**config.mk**
```make
export PLATFORM = sky130hd
export DESIGN_NAME = alu_arbiter
export DESIGN_NICKNAME = d
export VERILOG_FILES = /design/src/rtl/alu_arbiter.sv
export SDC_FILE = /design/constraint.sdc
export NUM_CORES = 1
export LEC_CHECK = 0
export ABC_AREA = 1
export CAP_MARGIN = 5
export CORE_AREA = 2 2 208 210
export CTS_CLUSTER_SIZE = 16
export DETAILED_ROUTE_END_ITERATION = 7
export DIE_AREA = 0 0 210 212
export GPL_TIMING_DRIVEN = 0
export PLACE_DENSITY = 0.62
export SYNTH_ARGS = -nofsm -noshare
export SYNTH_HDL_FRONTEND = slang
export SYNTH_SLANG_ARGS = --single-unit
```
**constraint.sdc**
```tcl
create_clock -name clk -period 1.3 [get_ports clk]
set_input_delay 0.195 -clock clk [delete_from_list [all_inputs] [get_ports clk]]
set_output_delay 0.195 -clock clk [all_outputs]
set_load 0.005 [all_outputs]
```
**src/rtl/alu_arbiter.sv**
```systemverilog
// Round-robin arbiter/sequencer sharing one combinational ALU between two
// requesters: accept in IDLE, drive ALU in EXEC, hold response in RESP.
module alu_arbiter #(
  parameter int DATA_W = 64,
  parameter int OP_W   = 4
) (
  input  logic              clk,
  input  logic              rst_n,
  input  logic              req_valid0,
  input  logic              req_valid1,
  output logic              req_ready0,
  output logic              req_ready1,
  input  logic [DATA_W-1:0] req_a0,
  input  logic [DATA_W-1:0] req_b0,
  input  logic [OP_W-1:0]   req_op0,
  input  logic [DATA_W-1:0] req_a1,
  input  logic [DATA_W-1:0] req_b1,
  input  logic [OP_W-1:0]   req_op1,
  output logic              rsp_valid0,
  output logic              rsp_valid1,
  input  logic              rsp_ready0,
  input  logic              rsp_ready1,
  output logic [DATA_W-1:0] rsp_result,
  output logic              rsp_zero,
  output logic              busy,
  output logic [DATA_W-1:0] alu_data1,
  output logic [DATA_W-1:0] alu_data2,
  output logic [OP_W-1:0]   alu_op,
  input  logic [DATA_W-1:0] alu_result,
  input  logic              alu_zero
);

  typedef enum logic [1:0] {IDLE, EXEC, RESP} state_t;

  state_t            state;
  logic              last;
  logic              owner;
  logic [DATA_W-1:0] op_a;
  logic [DATA_W-1:0] op_b;
  logic [OP_W-1:0]   op_code;
  logic              rsp_v0;
  logic              rsp_v1;
  logic              busy_q;
  logic              grant0;
  logic              grant1;
  logic              consume;

  // On a tie the requester that was not granted last time wins.
  always_comb begin
    grant0 = 1'b0;
    grant1 = 1'b0;
    if (state == IDLE) begin
      grant0 = req_valid0 && (!req_valid1 || last);
      grant1 = req_valid1 && (!req_valid0 || !last);
    end
  end

  assign consume = owner ? rsp_ready1 : rsp_ready0;

  always_ff @(posedge clk or negedge rst_n) begin
    if (!rst_n) begin
      state      <= IDLE;
      last       <= 1'b1;
      owner      <= 1'b0;
      op_a       <= '0;
      op_b       <= '0;
      op_code    <= '0;
      rsp_result <= '0;
      rsp_zero   <= 1'b0;
      rsp_v0     <= 1'b0;
      rsp_v1     <= 1'b0;
      busy_q     <= 1'b0;
    end else begin
      case (state)
        IDLE: begin
          if (grant0 || grant1) begin
            op_a    <= grant1 ? req_a1  : req_a0;
            op_b    <= grant1 ? req_b1  : req_b0;
            op_code <= grant1 ? req_op1 : req_op0;
            owner   <= grant1;
            last    <= grant1;
            busy_q  <= 1'b1;
            state   <= EXEC;
          end
        end
        EXEC: begin
          rsp_result <= alu_result;
          rsp_zero   <= alu_zero;
          rsp_v0     <= !owner;
          rsp_v1     <= owner;
          state      <= RESP;
        end
        RESP: begin
          if (consume) begin
            rsp_v0 <= 1'b0;
            rsp_v1 <= 1'b0;
            busy_q <= 1'b0;
            state  <= IDLE;
          end
        end
        default: state <= IDLE;
      endcase
    end
  end

  assign req_ready0 = grant0;
  assign req_ready1 = grant1;
  assign rsp_valid0 = rsp_v0;
  assign rsp_valid1 = rsp_v1;
  assign busy       = busy_q;
  assign alu_data1  = op_a;
  assign alu_data2  = op_b;
  assign alu_op     = op_code;

endmodule

```
==> impl_metrics.xml <==
<?xml version="1.0" encoding="UTF-8"?>
<metrics>
  <group name="status">
    <metric name="run_status" unit="">finished with violations</metric>
    <metric name="failed_checks" unit="">negative hold slack, negative setup slack</metric>
  </group>
  <group name="drt">
    <metric name="route.antenna.remaining_nets" unit="">0</metric>
    <metric name="drc" unit="">0</metric>
    <metric name="drt_pre_antenna_iters" unit="">5</metric>
    <metric name="detailedRoute.firstIterationViolations" unit="">725</metric>
    <metric name="postRouteWirelength" unit="um">46510</metric>
    <metric name="wl_per_cell" unit="um">18.67</metric>
    <metric name="total_vias_in_the_final_route" unit="">11519</metric>
    <metric name="vias_per_cell" unit="">4.624</metric>
  </group>
  <group name="power_and_ir_drop">
    <metric name="vdd.ir_drop.worst" unit="V">0.0008961</metric>
    <metric name="p_seq_share" unit="%">28.0</metric>
    <metric name="power.share.clock" unit="%">18.9</metric>
    <metric name="power_density" unit="nW/um2">2260</metric>
    <metric name="power.total" unit="mW">40.50</metric>
    <metric name="power_leakage" unit="nW">8.752</metric>
    <metric name="sw_frac_of_total" unit="%">37.58</metric>
    <metric name="netSwitchingPower" unit="mW">15.22</metric>
    <metric name="cellInternalPower" unit="mW">25.28</metric>
    <metric name="comb_power_share" unit="%">53.1</metric>
  </group>
  <group name="critical_path">
    <metric name="endpoint" unit="">req_ready1</metric>
    <metric name="required" unit="ns">1.11</metric>
    <metric name="path_class" unit="">reg2out</metric>
    <metric name="timing.critical_path.cells" unit="">nor2_4 &gt; buf_12 &gt; nand3_4 &gt; buf_8 &gt; buf_12 &gt; clkinv_4 &gt; buf_6</metric>
    <metric name="cpMostUsedCell" unit="">sky130_fd_sc_hd__buf_12</metric>
    <metric name="timing.critical_path.fanout_max" unit="">3</metric>
    <metric name="worstSetupEndpointType" unit="">output pin</metric>
    <metric name="r2r_setup_slack" unit="ns">-0.58</metric>
    <metric name="crit_path_start" unit="">state[0]</metric>
    <metric name="worst_ep_arrival_time" unit="ns">1.79</metric>
    <metric name="slowest_stage" unit="">sky130_fd_sc_hd__dfrtp_1</metric>
    <metric name="worstReg2RegStart" unit="">state[0]</metric>
    <metric name="reg2reg_to" unit="">alu_data2[32]</metric>
    <metric name="timing.critical_path.from_type" unit="">flop</metric>
    <metric name="reg2reg_depth" unit="">11</metric>
    <metric name="cp_slowest_stage_delay" unit="ns">0.41</metric>
  </group>
  <group name="die">
    <metric name="ios" unit="">537</metric>
    <metric name="initial_core_util" unit="%">23.39</metric>
    <metric name="die_area" unit="um2">44520</metric>
    <metric name="fp.coreArea" unit="um2">42510</metric>
    <metric name="placement_rows" unit="">76</metric>
    <metric name="die_width" unit="um">210</metric>
    <metric name="die_h" unit="um">212</metric>
  </group>
  <group name="placement">
    <metric name="place_worst_setup_slack" unit="ns">-1.155</metric>
    <metric name="placed_area" unit="um2">16120</metric>
    <metric name="dp_hpwl" unit="um">34700</metric>
    <metric name="placed_instances" unit="">2416</metric>
    <metric name="globalplace.congestion" unit="">0.8985</metric>
    <metric name="portBuffers" unit="">535</metric>
  </group>
  <group name="yosys">
    <metric name="synth_sequential_area_ratio" unit="%">51.35</metric>
    <metric name="syn_nets" unit="">1669</metric>
    <metric name="library_cells_used_by_synthesis" unit="">16</metric>
    <metric name="synthesis.area" unit="um2">9943</metric>
    <metric name="synth-seq-cells" unit="">204</metric>
    <metric name="post_synth_inst_count" unit="">1334</metric>
    <metric name="postSynthAreaPerCell" unit="um2">7.454</metric>
    <metric name="ys.warnings.count" unit="">0</metric>
  </group>
  <group name="grt">
    <metric name="antenna_found_initial" unit="">1</metric>
    <metric name="overflow" unit="">0</metric>
    <metric name="first_global_vias" unit="">11514</metric>
    <metric name="grt_first_pass_wirelength" unit="um">67820</metric>
    <metric name="track_usage" unit="%">19.53</metric>
    <metric name="grt_start_max_net_pins" unit="">111</metric>
  </group>
  <group name="cells_and_area">
    <metric name="design.final.nets" unit="">2262</metric>
    <metric name="final_cell_mix" unit="">sky130_fd_sc_hd__nand2_1 (713), sky130_fd_sc_hd__clkdlybuf4s50_1 (509), sky130_fd_sc_hd__dfrtp_1 (203), sky130_fd_sc_hd__nand3_1 (134), sky130_fd_sc_hd__nand4_1 (132)</metric>
    <metric name="layout-drive-gt1-share" unit="%">10.80</metric>
    <metric name="finalInstanceArea" unit="um2">17920</metric>
    <metric name="finalNonFillerCells" unit="">2491</metric>
    <metric name="areaGrowthSynthToFinish" unit="%">80.23</metric>
    <metric name="antenna_cells" unit="">0</metric>
    <metric name="layout.core_utilization" unit="%">42.16</metric>
    <metric name="mostFrequentLayoutCell" unit="">sky130_fd_sc_hd__nand2_1</metric>
  </group>
  <group name="cts">
    <metric name="clock_latency" unit="ns">0.55</metric>
    <metric name="clk_root_buf" unit="">sky130_fd_sc_hd__clkbuf_16</metric>
    <metric name="cts.clk_slew.worst_paths" unit="ns">0.06</metric>
    <metric name="cts_buffers" unit="">26</metric>
    <metric name="htree_levels" unit="">1</metric>
    <metric name="cts-root-to-sink-buffers" unit="">3</metric>
    <metric name="clock_sinks" unit="">204</metric>
    <metric name="clock_tree_from_tritoncts" unit="">done</metric>
  </group>
  <group name="sta">
    <metric name="whs" unit="ns">-0.3783</metric>
    <metric name="period_minus_ws_final" unit="ns">1.983</metric>
    <metric name="layout_worst_path_cycle_share" unit="%">152.5</metric>
    <metric name="max_freq" unit="MHz">504.4</metric>
    <metric name="finClkSkew" unit="ns">0.01571</metric>
    <metric name="max_slew.worst_pin.slew" unit="ns">0.8134</metric>
    <metric name="layout_setup_ws" unit="ns">-0.6826</metric>
    <metric name="report.final.slew_viol_count" unit="">0</metric>
    <metric name="rsz0062_at_grt" unit="">yes</metric>
    <metric name="final.setup.tns" unit="ns">-124.25</metric>
    <metric name="setup_viol_count_final" unit="">334</metric>
    <metric name="hold_violations" unit="">93</metric>
    <metric name="worst_slew_margin_rel" unit="%">45.77</metric>
  </group>
  <group name="hold_path">
    <metric name="worst_hold_path_type" unit="">in2async</metric>
  </group>
  <group name="flow_run">
    <metric name="max_cap_violations" unit="">0</metric>
  </group>
</metrics>
==> worst max-delay path, delay by kind of cell (launching register included) <==
kind                   cells  cell delay [ns]
AND/OR/NAND/NOR            2             0.30
buffers and inverters      5             0.52
flip-flops                 1             0.41
==> cell usage after synthesis <==
library cell / instances / area, um2
sky130_fd_sc_hd__dfstp_2: 1 / 26.28
sky130_fd_sc_hd__nand3_1: 135 / 675.7
sky130_fd_sc_hd__a21boi_0: 1 / 7.510
sky130_fd_sc_hd__clkbuf_1: 53 / 198.9
sky130_fd_sc_hd__nand4_1: 132 / 825.8
sky130_fd_sc_hd__nand2_1: 735 / 2759
sky130_fd_sc_hd__dfrtp_1: 203 / 5080
sky130_fd_sc_hd__nor2_1: 1 / 3.750
sky130_fd_sc_hd__o21ai_0: 2 / 10.01
sky130_fd_sc_hd__inv_1: 6 / 22.52
sky130_fd_sc_hd__nand2_2: 1 / 6.260
sky130_fd_sc_hd__buf_1: 11 / 41.29
sky130_fd_sc_hd__nor2_4: 1 / 11.26
sky130_fd_sc_hd__buf_4: 2 / 15.01
sky130_fd_sc_hd__nand3_2: 2 / 20.02
sky130_fd_sc_hd__buf_2: 48 / 240.2
==> registers in the layout (all words and copies together), names as in the netlist, 2 cells and up <==
name        cells
state           2
alu_data1      64
alu_data2      64
alu_op          4
rsp_result     64
==> power by group through the flow <==
stage                     clock, mW  combinational (mW)  sequential (mW)
after global routing           8.15                23.5             11.7
final                          7.66                21.5             11.3
after global placement            0                19.0             11.3
after CTS                      7.90                20.0             11.3
after detailed placement          0                19.3             11.3
after floorplan                   0                8.18             11.4
==> worst min-delay path by stage <==
stage | startpoint | end
floorplan | rst_n | alu_data1[0]
global placement | rsp_result[52] | rsp_result[52]
detailed placement | rst_n | alu_data1[0]
CTS | rst_n | alu_data1[0]
global route | rst_n | alu_data1[0]
finish | rst_n | alu_data1[0]
==> cell type report <==
class                           instances  area [um2]
Fill cell                            4232       24580
Sequential cell                       204        5106
Tap cell                              546       683.2
Multi-Input combinational cell       1010        4427
Clock inverter                          5       111.4
Buffer                                114       999.7
Clock buffer                           41       797.0
Timing Repair Buffer                  565        5766
Inverter                                6       31.28
==> metal layers <==
metal  vias up  share of wire (%)  global-route usage, %
met5         -              0.028                      0
met4         2                3.2                  6.236
met3        82                6.6                  3.900
met2       454                 48                  33.14
met1      5454                 42                  25.01
li1       5527                  -                      -
==> kinds of logic (layout without fill, tap and decap cells) <==
kind of cell | count (synthesis) | in the layout | synth area share, %
AND/OR/NAND/NOR | 1007 | 1007 | 43.26
flip-flops | 204 | 204 | 51.35
buffers and inverters | 120 | 731 | 5.209
AO/OA/AOI/OAI | 3 | 3 | 0.1762
==> timing repair <==
item                                    4_1_cts  5_1_grt
setup buffers                                 8       10
endpoints found under the setup margin      400      406
gates resized for setup                      99      181
endpoints found under the hold margin        93       93
pin swaps                                     2        2
cloned                                        0       12
(Power assumes the default switching activity.)
